===== src/rtl/toggle_hs_receiver.sv =====
// toggle_hs_receiver: responder side of a 2-phase toggle handshake, presenting each
// synchronised request as a valid/ready event, counting accepts and flagging withdrawals.
module toggle_hs_receiver #(
    parameter int SYNC_STAGES = 2,
    parameter int CNT_WIDTH   = 8
) (
    input  logic                 clk,
    input  logic                 reset,
    input  logic                 req_tgl,
    input  logic                 ready,
    output logic                 ack_tgl,
    output logic                 evt_valid,
    output logic                 evt_pulse,
    output logic [CNT_WIDTH-1:0] evt_count,
    output logic                 cnt_sat,
    output logic                 err_lost
);
    typedef enum logic {S_IDLE, S_WAIT} state_t;

    state_t               state_q, state_d;
    logic                 req_s, pending;
    logic                 ack_q, ack_d, pulse_q, pulse_d, sat_q, sat_d, err_q, err_d;
    logic [CNT_WIDTH-1:0] cnt_q, cnt_d;

    generate
        if (SYNC_STAGES == 0) begin : g_nosync
            assign req_s = req_tgl;
        end else begin : g_sync
            logic [SYNC_STAGES-1:0] sync_q;
            always_ff @(posedge clk)
                sync_q <= reset ? '0 : (sync_q << 1) | SYNC_STAGES'(req_tgl);
            assign req_s = sync_q[SYNC_STAGES-1];
        end
    endgenerate

    assign pending = req_s ^ ack_q;

    always_comb begin
        state_d = state_q;
        ack_d   = ack_q;
        pulse_d = 1'b0;
        cnt_d   = cnt_q;
        sat_d   = sat_q;
        err_d   = err_q;
        if (state_q == S_IDLE) begin
            if (pending) begin
                state_d = S_WAIT;
                pulse_d = 1'b1;
            end
        end else if (!pending) begin
            // request level returned before acceptance: the event was withdrawn
            err_d   = 1'b1;
            state_d = S_IDLE;
        end else if (ready) begin
            ack_d   = ~ack_q;
            cnt_d   = &cnt_q ? cnt_q : cnt_q + 1'b1;
            sat_d   = sat_q | (&cnt_d);
            state_d = S_IDLE;
        end
    end

    always_ff @(posedge clk) begin
        if (reset) begin
            state_q <= S_IDLE;
            ack_q   <= 1'b0;
            pulse_q <= 1'b0;
            cnt_q   <= '0;
            sat_q   <= 1'b0;
            err_q   <= 1'b0;
        end else begin
            state_q <= state_d;
            ack_q   <= ack_d;
            pulse_q <= pulse_d;
            cnt_q   <= cnt_d;
            sat_q   <= sat_d;
            err_q   <= err_d;
        end
    end

    assign ack_tgl   = ack_q;
    assign evt_valid = (state_q == S_WAIT);
    assign evt_pulse = pulse_q;
    assign evt_count = cnt_q;
    assign cnt_sat   = sat_q;
    assign err_lost  = err_q;
endmodule

===== config.mk =====
export PLATFORM = sky130hd
export DESIGN_NAME = toggle_hs_receiver
export DESIGN_NICKNAME = d
export VERILOG_FILES = /design/src/rtl/toggle_hs_receiver.sv
export SDC_FILE = /design/constraint.sdc
export NUM_CORES = 1
export LEC_CHECK = 0
export CELL_PAD_IN_SITES_DETAIL_PLACEMENT = 1
export CELL_PAD_IN_SITES_GLOBAL_PLACEMENT = 2
export CORE_MARGIN = 1.5
export CORE_UTILIZATION = 30
export DETAILED_ROUTE_END_ITERATION = 8
export DONT_BUFFER_PORTS = 1
export PLACE_DENSITY = 0.76
export SLEW_MARGIN = 25
export SYNTH_ARGS = -nofsm -noshare
export SYNTH_HDL_FRONTEND = slang
export SYNTH_SLANG_ARGS = --single-unit

===== constraint.sdc =====
create_clock -name clk -period 1.7 [get_ports clk]
set_clock_uncertainty 0.15 [all_clocks]
set_input_delay 0.425 -clock clk [delete_from_list [all_inputs] [get_ports clk]]
set_output_delay 0.425 -clock clk [all_outputs]
set_load 0.05 [all_outputs]

==> impl_metrics.ini <==
[outcome]
status = completed

[synth]
ys_ff_latch = 15
syn-instance-count = 88
ys_seq_area_frac = 0.408
postSynth.asyncResetShare = 0
synthFlopType = dfxtp_1
syn_nets = 93
synth.area.top_cells = dfxtp_1, nor2_1, xnor2_1, mux2i_1, a21oi_1
yosysTopAreaCell = dfxtp_1
ys_warn_count = 0
synth_cell_types = 30
synth_edf_count = 0
syn-cell-area_um2 = 736
synth_top_area_frac = 0.408
syn_avg_cell_area_um2 = 8.36

[final_layout]
instances_no_fill = 134
nNetsFinal = 112
seq_area_um2 = 323
multi_input_area_um2 = 443
antenna_cells = 0
area_growth_pct = 31.5
drive_above_1_share = 0.368
layout_commonest_cell = buf_4
n_fill_cell = 289
layout_common_cells = buf_4, nor2_1, nand2_1, dfxtp_2, dfxtp_1

[worst_setup_path]
critical_path.startpoint_type = flop
worstPathArrival_ns = 1.70
critPathKind = flop to flop
r2r-start = evt_count[1]
end_kind = flop
startpoint = evt_count[1]
required_ns = 1.75
worstPathMaxFanout = 4

[flow_run]
cap_violations = 0

[detailed_routing]
drtPass1Iterations = 2
routed-via-count = 686
routed_via_density = 5.12
drt-total-wl_um = 1950
drcViolationCount = 0
drt_iter0_drc = 6
ant_nets = 0
detail_route.wl_per_cell_um = 14.5

[global_route]
met2_usage = 0.252
grt-busiest-layer = met2
met3_usage = 0.0429
antenna_found_initial = 0
grt.total_usage = 0.162
met1_usage = 0.212
grt_pass1_wl_um = 3260
grt_max_degree = 15
grt_pass1_vias = 753
grt_overflow_total = 0

[timing]
setup_viol = 0
period_minus_slack_ns = 1.65
rsz0062_at_grt = true
slew_violations = 0
tightest_slew_ns = 0.503
fin_ws_ns = 0.0472
final.period_utilization = 0.972
hold_viol_final = 0
max_freq_mhz = 605
slew_headroom = 0.664

[cts]
numCtsBuffers = 3
cts_root_buf = clkbuf_4
cts.sinks = 15
clk_latency_ns = 0.29
clockBufferDepth = 2
holdBufCountCts = 0
cts.clk_slew.worst_paths_ns = 0.10
htreeDepth = 1
cts_tree = yes

[die]
die_w_um = 52.5
design.core.area_um2 = 2250
start_util = 0.326
row_count = 17
dieArea_um2 = 2760
ios = 17
die_h_um = 52.5

[power_and_ir_drop]
pwr-share-comb = 0.028
switching_share = 0.240
p_switching_uw = 140
clkPwrFrac = 0.361
peakVddDrop_v = 0.000486
power_per_cell_area_nw_per_um2 = 604
seqPwrFrac = 0.611
internal_power_uw = 444
p_total_uw = 584
p_leak_nw = 0.357

[place]
io_buffers = 0
dp_cells = 128
place_congestion = 0.787
place_worst_setup_slack_ns = 0.0400
dp_hpwl_um = 1330

[worst_hold_path]
min_from = reset
hold_class = input port to flop
## layout make-up
class,instances,area share
Clock inverter,1,0.00517
Inverter,5,0.0194
Tap cell,28,0.0362
Clock buffer,3,0.0233
Timing Repair Buffer,16,0.124
Sequential cell,15,0.334
Multi-Input combinational cell,66,0.458
## stage by stage
| stage | TNS, ns | hold slack [ns] | util | instance area, µm² |
|---|---|---|---|---|
| after floorplan | -0.0612 | 0.264 | - | 767 |
| after global placement | 0 | 0.275 | 0.396 | 892 |
| after detailed placement | 0 | 0.288 | 0.396 | 892 |
| after CTS | 0 | 0.0275 | 0.408 | 920 |
| after global routing | -0.0442 | 0.0178 | 0.429 | 967 |
| final | 0 | 0.0311 | 0.429 | 967 |
## synth_stat cells (2+ instances only)
cell / n
nand4_1: 2
mux2i_1: 3
inv_1: 5
nand2b_1: 2
nor3b_1: 2
xnor2_1: 4
nor2b_1: 3
dfxtp_1: 15
nor2_1: 15
nor3_1: 4
a21oi_1: 5
nand2_1: 6
nand3_1: 5
## final timing paths
kind | depth (start not counted) | to | slack [ns]
min reg2reg | 1 | g_sync.sync_q[1] | 0.30
max reg2reg | 6 | cnt_sat | 0.05
min | 1 | evt_count[2] | 0.03
max | 6 | cnt_sat | 0.05
## worst max-delay path: stages, from the launching register on
cell and delay (ns):
dfxtp_4 0.38, ha_1 0.22, buf_4 0.16, nand2_1 0.05, o311ai_1 0.23, nand4_1 0.13
o32ai_1 0.24
## sequential cells by signal (all words and copies together), names as in the netlist
name,flops
ack_tgl,1
cnt_sat,1
err_lost,1
evt_count,8
evt_pulse,1
evt_valid,1
g_sync.sync_q,2
## cells by family after synthesis
| logic type | Yosys count | synth area share |
|---|---|---|
| simple gates | 44 | 0.298 |
| flops | 15 | 0.408 |
| compound gates | 12 | 0.116 |
| buf+inv | 7 | 0.0408 |
| xor+xnor | 5 | 0.0595 |
| mux | 4 | 0.0612 |
| fa+ha+maj | 1 | 0.0170 |
## metal layers
metal | wire, µm | vias up
met5 | 0 | -
met4 | 25 | 0
met3 | 94 | 5
met2 | 962 | 15
met1 | 865 | 323
li1 | - | 343
## repair_timing
item	in CTS	in global routing
endpoints found under the setup margin	0	6
buffers inserted	0	2
hold endpoints to repair	0	0
gates resized for setup	0	7
## power groups by stage
stage | clock [mW] | sequential, mW | combinational, mW
4_1_cts | 0.221 | 0.357 | 0.0153
2_1_floorplan | 0 | 0.368 | 0.0101
3_3_place_gp | 0 | 0.365 | 0.0151
3_5_place_dp | 0 | 0.365 | 0.0153
5_1_grt | 0.234 | 0.357 | 0.0180
6_report | 0.211 | 0.357 | 0.0162
No activity file was read; power rests on OpenSTA's default activity.
